`src/rtl/fastica_pkg.sv`:
```
// Shared definitions for the FastICA iteration datapath.
//   W        element width (signed fixed point)
//   MAT_N    number of elements in the 4x4 unmixing matrix
//   SAT_MAX  largest positive W-bit value, used as the distance ceiling
//   state_t  control states of the weight delta calculator
//   elem_idx flat packing index of elem(r,c), r,c = 1..4
package fastica_pkg;

  localparam int W     = 26;
  localparam int MAT_N = 16;
  localparam logic [W-1:0] SAT_MAX = W'((64'sd1 <<< (W - 1)) - 1);

  typedef enum logic [1:0] {
    ST_IDLE = 2'd0,
    ST_CALC = 2'd1,
    ST_DONE = 2'd2
  } state_t;

  function automatic int elem_idx(input int r, input int c);
    return 4 * (r - 1) + (c - 1);
  endfunction

endpackage

```
`src/rtl/abs_dist_sat.sv`:
```
// Combinational distance between two signed W-bit elements.
//   i_a        new element (signed)
//   i_b        previous element (signed)
//   i_sign_inv 1: d = min(|a-b|, |a+b|); 0: d = |a-b|
//   o_d        distance, saturated to 2^(W-1)-1, never negative
module abs_dist_sat #(
  parameter int W = 26
) (
  input  logic [W-1:0] i_a,
  input  logic [W-1:0] i_b,
  input  logic         i_sign_inv,
  output logic [W-1:0] o_d
);

  localparam logic [W:0] L_SAT = {2'b00, {(W - 1){1'b1}}};

  logic [W:0] w_a;
  logic [W:0] w_b;
  logic [W:0] w_diff;
  logic [W:0] w_sum;
  logic [W:0] w_mag_diff;
  logic [W:0] w_mag_sum;
  logic [W:0] w_mag;

  // One extra bit keeps a-b and a+b exact; the magnitudes are read as
  // unsigned so |-(2^W)| = 2^W is still representable before saturation.
  assign w_a        = {i_a[W-1], i_a};
  assign w_b        = {i_b[W-1], i_b};
  assign w_diff     = w_a - w_b;
  assign w_sum      = w_a + w_b;
  assign w_mag_diff = w_diff[W] ? (~w_diff + 1'b1) : w_diff;
  assign w_mag_sum  = w_sum[W] ? (~w_sum + 1'b1) : w_sum;
  assign w_mag      = (i_sign_inv && (w_mag_sum < w_mag_diff)) ? w_mag_sum : w_mag_diff;
  assign o_d        = (w_mag > L_SAT) ? L_SAT[W-1:0] : w_mag[W-1:0];

endmodule

```
`src/rtl/weight_delta_calc.sv`:
```
// Compares a new 4x4 unmixing matrix against the previously accepted one and
// produces an element-wise distance matrix plus a snapshot of the new matrix.
//   clk, rstn   clock (rising edge), asynchronous active-low reset
//   start       request a compare; accepted only in IDLE
//   clear       empties the history; aborts a running compare; beats start
//   w_new_flat  new matrix, elem(r,c) at [W*(4*(r-1)+(c-1)) +: W]
//   busy        high while elements are being computed
//   done        one-cycle pulse; w_out_flat and d_flat are valid
//   first       valid with done; 1 = no history existed, all d saturated
//   w_out_flat  snapshot of w_new_flat taken when start was accepted
//   d_flat      distance matrix, same packing, every element >= 0
//   dbg_state   current control state
//
// Handshake: start is a level sampled on the rising edge; it is consumed only
// when the block is IDLE and clear is low, otherwise it is dropped with no
// queueing. done is a single-cycle strobe; its data holds until the next
// accepted start.
module weight_delta_calc
  import fastica_pkg::*;
#(
  parameter int W        = fastica_pkg::W,
  parameter int LANES    = 1,
  parameter int SIGN_INV = 1
) (
  input  logic               clk,
  input  logic               rstn,
  input  logic               start,
  input  logic               clear,
  input  logic [MAT_N*W-1:0] w_new_flat,
  output logic               busy,
  output logic               done,
  output logic               first,
  output logic [MAT_N*W-1:0] w_out_flat,
  output logic [MAT_N*W-1:0] d_flat,
  output logic [1:0]         dbg_state
);

  localparam int              KW     = $clog2(MAT_N);
  localparam logic [KW-1:0]   K_LAST = KW'(MAT_N - LANES);
  localparam logic [KW-1:0]   K_STEP = KW'(LANES);
  localparam logic [W-1:0]    L_SAT  = {1'b0, {(W - 1){1'b1}}};

  state_t               r_state;
  logic [KW-1:0]        r_k;
  logic [MAT_N*W-1:0]   r_snap;
  logic [MAT_N*W-1:0]   r_hist;
  logic                 r_hist_valid;
  logic [MAT_N*W-1:0]   r_d;
  logic                 r_busy;
  logic                 r_done;
  logic                 r_first;

  logic [W-1:0]         w_lane_d [LANES];

  // Each lane handles element r_k + l of the current group.
  for (genvar l = 0; l < LANES; l++) begin : g_lane
    logic [KW-1:0] w_idx;
    assign w_idx = r_k + KW'(l);
    abs_dist_sat #(.W(W)) u_dist (
      .i_a        (r_snap[W*w_idx +: W]),
      .i_b        (r_hist[W*w_idx +: W]),
      .i_sign_inv (1'(SIGN_INV)),
      .o_d        (w_lane_d[l])
    );
  end

  always_ff @(posedge clk or negedge rstn) begin
    if (!rstn) begin
      r_state      <= ST_IDLE;
      r_k          <= '0;
      r_snap       <= '0;
      r_hist       <= '0;
      r_hist_valid <= 1'b0;
      r_d          <= '0;
      r_busy       <= 1'b0;
      r_done       <= 1'b0;
      r_first      <= 1'b0;
    end else begin
      case (r_state)
        ST_IDLE: begin
          if (clear) begin
            r_hist       <= '0;
            r_hist_valid <= 1'b0;
          end else if (start) begin
            r_snap  <= w_new_flat;
            r_k     <= '0;
            r_busy  <= 1'b1;
            r_state <= ST_CALC;
          end
        end
        ST_CALC: begin
          if (clear) begin
            // Abort keeps the stored matrix but marks it unusable.
            r_state      <= ST_IDLE;
            r_busy       <= 1'b0;
            r_k          <= '0;
            r_hist_valid <= 1'b0;
          end else begin
            for (int l = 0; l < LANES; l++) begin
              r_d[W*(int'(r_k) + l) +: W] <= r_hist_valid ? w_lane_d[l] : L_SAT;
            end
            r_k <= r_k + K_STEP;
            if (r_k == K_LAST) begin
              r_state <= ST_DONE;
              r_busy  <= 1'b0;
              r_done  <= 1'b1;
              r_first <= ~r_hist_valid;
            end
          end
        end
        ST_DONE: begin
          r_done  <= 1'b0;
          r_state <= ST_IDLE;
          if (clear) begin
            r_hist       <= '0;
            r_hist_valid <= 1'b0;
          end else begin
            r_hist       <= r_snap;
            r_hist_valid <= 1'b1;
          end
        end
        default: begin
          r_state <= ST_IDLE;
          r_busy  <= 1'b0;
          r_done  <= 1'b0;
        end
      endcase
    end
  end

  assign busy       = r_busy;
  assign done       = r_done;
  assign first      = r_first;
  assign w_out_flat = r_snap;
  assign d_flat     = r_d;
  assign dbg_state  = r_state;

endmodule
```
`config.mk`:
```
export PLATFORM = sky130hd
export DESIGN_NAME = weight_delta_calc
export DESIGN_NICKNAME = d
export VERILOG_FILES = /design/src/rtl/fastica_pkg.sv /design/src/rtl/abs_dist_sat.sv /design/src/rtl/weight_delta_calc.sv
export SDC_FILE = /design/constraint.sdc
export NUM_CORES = 2
export LEC_CHECK = 0
export ABC_AREA = 1
export CORE_AREA = 3 3 488 490
export CTS_BUF_LIST = sky130_fd_sc_hd__clkbuf_8
export DETAILED_ROUTE_END_ITERATION = 16
export DIE_AREA = 0 0 491 493
export PLACE_DENSITY_LB_ADDON = 0.08
export SYNTH_ARGS = -nofsm -noshare
export SYNTH_HDL_FRONTEND = slang
export SYNTH_HIERARCHICAL = 1
export SYNTH_SLANG_ARGS = --single-unit
```
`constraint.sdc`:
```
create_clock -name clk -period 14 [get_ports clk]
set_clock_uncertainty 0.1 [all_clocks]
set_input_delay 2.1 -clock clk [delete_from_list [all_inputs] [get_ports clk]]
set_output_delay 2.1 -clock clk [all_outputs]
set_load 0.02 [all_outputs]
```
After elaboration in Yosys (flattened, before gate mapping)
Index checks and enable logic that the tools add are counted.
- bits in registers: 1258
- output and inout bits: 837
- add/sub/neg operators: 6
- $mul: 2
- order comparisons: 2
- eq/ne operators: 10
- shift-type cells: 4
- multiplexer cells: 29
- bitwise operators: 6
- reductions and logical operators: 14
- operators with widths (operator ; number):
    $mux 416 ; 2
    $pmux 416 s2 ; 1
    $shiftx 416x10->26 ; 2
    $bwmux 416 ; 1
    $shift 26x33->416 const A ; 1
    $shiftx 26x33->416 ; 1
    $mux 27 ; 3
    $add 27x1->27 const B ; 2
    $not 27->27 ; 2
    $mux 26 ; 2
    $neg 9->33 ; 1
    $add 26x26->27 ; 1
    $gt 27x25->1 const B ; 1
    $lt 27x27->1 ; 1
    $sub 26x26->27 ; 1
    $mul 4x4->8 const A ; 2
    $reduce_and 3->1 ; 5
    $mux 4 ; 3
    $ne 2x2->1 const B ; 5
    $mux 1 ; 8
    $mux 2 ; 4
    $pmux 4 s2 ; 1
    $reduce_and 2->1 ; 3
    $reduce_bool 2->1 ; 3
    13 further kinds ; 17

Depth between registers and ports, before layout
- depth in word-level cells: 13
- mapped depth: 59

Modules after synthesis
Netlist, hierarchy kept.
- by module, submodules not included (module ; times used ; cells each ; area each (um2) ; seq. area each (um2)):
    weight_delta_calc ; 1 ; 7804 ; 61481.5 ; 31480.2
    abs_dist_sat ; 1 ; 1251 ; 6386.1 ; 0.0

Worst setup path before layout
Ideal clock, no wire load.
- kind: register to register
- start point: reg r_k[0]
- end point: reg r_d[12] (netlist: d_flat[12])
- library setup time: 0.076 ns
- arrival time: 6.855 ns
- data required time: 13.824 ns
- slack: 6.968 ns
- stages on the path, launching flop included: 52
- buffers on the path: 6
- cell sequence: dfrtp_1 -> inv_1 -> buf_2 -> buf_2 -> clkbuf_1 -> clkbuf_1 -> buf_1 -> a21oi_1 -> o21ai_0 -> nand3_1 -> nand3_1 -> nand2_1 -> ha_1 -> fa_1 -> ha_1 -> inv_1 -> nor2_1 -> nand2_1 -> [16 not listed] -> clkinv_1 -> nor3_1 -> nor2_2 -> buf_6 -> nand3_2 -> inv_1 -> nand2_1 -> nand2_1 -> o21ai_0 -> nand2_1 -> nand2_1 -> nand3_1 -> o21ai_1 -> nand2_1 -> nor2_1 -> nand2_1 -> o31a_1 -> o21ai_1
- RTL lines (item ; RTL line ; text):
    from (decl) ; weight_delta_calc.sv:44 ; logic [KW-1:0] r_k;
    from (signal assigned) ; weight_delta_calc.sv:102 ; r_k <= r_k + K_STEP;
    to (signal, indexed assignment) ; weight_delta_calc.sv:100 ; r_d[W*(int'(r_k) + l) +: W] <= r_hist_valid ? w_lane_d[l] : L_SAT;
    to (decl) ; weight_delta_calc.sv:48 ; logic [MAT_N*W-1:0] r_d;

==> out/qor.yml <==
floorplanning:
  core_sq_um: 235000
  rows: 178
  die_height_um: 493
  die_width_um: 491
  initial_utilization_pct: 28.9
  die-area_sq_um: 242000
  ios: 1257
critical_path:
  path_max_fanout: 144
  r2r-start: "r_k[0]$_DFFE_PN0P_"
  start_kind: "flop"
  slowest_stage: "o21ai_1"
  end_kind: "flop"
  r2r-end: "d_flat[178]$_DFFE_PN0P_"
  crit_required_ns: 14.84
  critPathArrivalTime_ns: 12.80
  max_stage_delay_ns: 0.91
  regToRegSetupSlack_ns: 2.04
  path_class: "flop to flop"
  critPathMostFrequentCell: "nand3_1"
  rr_worst_depth: 44
timing:
  finalCritPeriodShare_pct: 85.4
  post-route-min-period_ns: 11.96
  rsz0062_at_grt: "false"
  hold_violations: 0
  slew_headroom_pct: 8.98
  finalMaxSlewViolations: 0
  setup_violations: 0
  max_freq_ghz: 0.0836
  worst_pin_slew_ns: 1.35
  tns_ns: 0
drt:
  drtPass1Iterations: 6
  drt_iter0_markers: 7521
  drtAntennaViolNets: 0
  avgRoutedWirePerCell_um: 31.6
  routed_via_density: 5.30
  routed_wl_mm: 426
  drc: 0
  vias: 71468
global_route:
  grt_pass1_wl_mm: 580
  grt_pass1_vias: 69286
  grt_usage_pct: 34.0
  grt_max_degree: 226
  antenna_found_initial: 100
  overflow: 0
hold_path:
  whs_path_depth: 2
  hp-start: "d_flat[385]$_DFFE_PN0P_"
  hp-class: "flop to flop"
  hold-path-endpoint: "d_flat[385]$_DFFE_PN0P_"
synth:
  synth_warnings: 6
  synthFlopType: "dfrtp_1"
  syn_avg_cell_area_sq_um: 7.50
  syn_nets: 9575
  async_reset_ff_share_pct: 100
  synth-edff-count: 0
  ys_seq_area_share_pct: 46.4
  synth-seq-cells: 1258
  synth_area_sq_um: 67900
  synthDistinctLibCells: 67
  syn_inst: 9055
clock_tree:
  clk_pin_slew_ns: 0.06
  root_buffer: "clkbuf_8"
  cts_buffers: 241
  cts.path.max_buffers: 3
  post-cts-setup-buffers: 0
  insertion_delay_ns: 1.06
  cts_resized: 0
  htreeDepth: 4
  tritoncts: "built"
  hold_buffers: 0
  clock-sinks: 1258
final_layout:
  fin_nets: 10624
  area_growth_pct: 30.2
  fin_util_pct: 37.7
  drive_above_1_share_pct: 6.29
  fill_cells: 25075
placement:
  portBuffers: 1256
  place_congestion: 1.00
  hpwl_mm: 335
job:
  maxCapViolCount: 0
run_status:
  status: "complete, no violations"
-- per-stage QoR --
stage | hold slack [ns] | setup slack, ns | cells | cell area, sq um
2_1_floorplan | 0.375 | 6.97 | 9055 | 67900
3_3_place_gp | 0.364 | 2.63 | 13011 | 83200
3_5_place_dp | 0.364 | 2.64 | 13011 | 83200
4_1_cts | 0.378 | 2.63 | 13450 | 88200
5_1_grt | 0.392 | 1.59 | 13460 | 88300
6_report | 0.377 | 2.04 | 13493 | 88300
-- registers in the layout, summed over array words and instances, names as in the netlist, 2 cells and up --
signal and count:
r_hist 416, d_flat 416, r_k 4, dbg_state 2
w_out_flat 416
-- cell families (layout without fill, tap and decap cells) --
| logic type | count (synthesis) | count (layout) | synth area share (%) |
|---|---|---|---|
| other | 2 | 45 | 0.0111 |
| XOR/XNOR | 37 | 37 | 0.489 |
| buffers and inverters | 1660 | 2905 | 9.59 |
| flip-flops | 1258 | 1258 | 46.4 |
| multiplexers | 11 | 11 | 0.164 |
| AND/OR/NAND/NOR | 3699 | 3699 | 23.6 |
| adder cells (fa/ha/maj) | 100 | 100 | 1.88 |
| AO/OA/AOI/OAI | 2288 | 2288 | 17.9 |
-- placed cells by master, fill, tap and decap left out, types with 131 or more instances in the layout --
cell,netlist,layout
buf_4,18,131
nand2_1,1995,1991
o22ai_1,217,217
nand3_1,971,971
a21oi_1,571,571
clkbuf_8,0,299
clkdlybuf4s50_1,0,1255
nor2_1,461,458
inv_1,1044,1134
dfrtp_1,1258,1254
o21ai_0,1330,1306
-- how the worst max path moves through the flow --
stage	startpoint	end
2_1_floorplan	r_k[0]$_DFFE_PN0P_	d_flat[12]$_DFFE_PN0P_
3_3_place_gp	r_k[0]$_DFFE_PN0P_	d_flat[178]$_DFFE_PN0P_
3_5_place_dp	r_k[0]$_DFFE_PN0P_	d_flat[178]$_DFFE_PN0P_
4_1_cts	r_k[0]$_DFFE_PN0P_	d_flat[178]$_DFFE_PN0P_
5_1_grt	r_k[0]$_DFFE_PN0P_	d_flat[178]$_DFFE_PN0P_
6_report	r_k[0]$_DFFE_PN0P_	d_flat[178]$_DFFE_PN0P_
-- cell type report --
type	instances	area, sq um	share of cell area (%)
clock inverter	140	933	1.06
sequential	1258	31500	35.7
clock buffer	299	4120	4.66
multi-input combinational	6137	30000	33.9
antenna	43	108	0.122
inverter	1071	4060	4.60
tap	3150	3940	4.46
timing repair buffer	1395	13700	15.5
-- Yosys cell counts (4+ instances only) --
cell	instances	area share (%)
nand2_1	1995	11
o21ai_0	1330	9.8
dfrtp_1	1258	46
inv_1	1044	5.8
nand3_1	971	7.2
a21oi_1	571	4.2
nor2_1	461	2.5
clkbuf_1	346	1.9
o22ai_1	217	2.0
buf_1	116	0.64
nand4_1	110	1.0
buf_2	99	0.73
ha_1	97	1.8
o21ai_1	64	0.47
xor2_1	28	0.36
a32o_1	27	0.40
nor3_1	27	0.20
nand2_2	22	0.20
inv_2	20	0.11
buf_4	18	0.20
nor2_2	18	0.17
or2_2	18	0.17
o21a_1	16	0.18
nand3_2	15	0.22
o211ai_1	14	0.15
nor3_2	11	0.16
mux2i_1	10	0.15
buf_6	9	0.15
nor2_4	9	0.15
and2_1	8	0.074
xnor2_1	8	0.10
a31oi_1	7	0.065
nor4_1	7	0.065
a21oi_2	6	0.077
nor4_2	6	0.11
o21bai_1	6	0.066
or2_1	6	0.055
a21boi_0	5	0.055
clkinv_1	5	0.028
o21ai_2	5	0.065
nand3b_1	4	0.044
o31ai_1	4	0.044
-- metal layers --
metal  part of all wire, %  global-route usage (%)  routed length [um]  vias up
met2                    45                    53.7              191000     3167
met5                  0.11                       0                 487        -
li1                      -                       -                   -    32129
met3                   8.5                    9.37               36000      731
met4                   6.4                    18.3               27500       72
met1                    40                    42.3              171000    35369
-- worst max-delay path: cells and delay by family, from the launching register on --
kind / cells / cell delay [ns]
AND/OR/NAND/NOR: 26 / 5.45
buffers and inverters: 9 / 1.69
adder cells (fa/ha/maj): 2 / 1.06
flip-flops: 1 / 0.85
AO/OA/AOI/OAI: 7 / 2.22
Power is left out: the tool's default activity adds up to more than one toggle a clock period on the data nets, which glitch-free logic cannot reach.
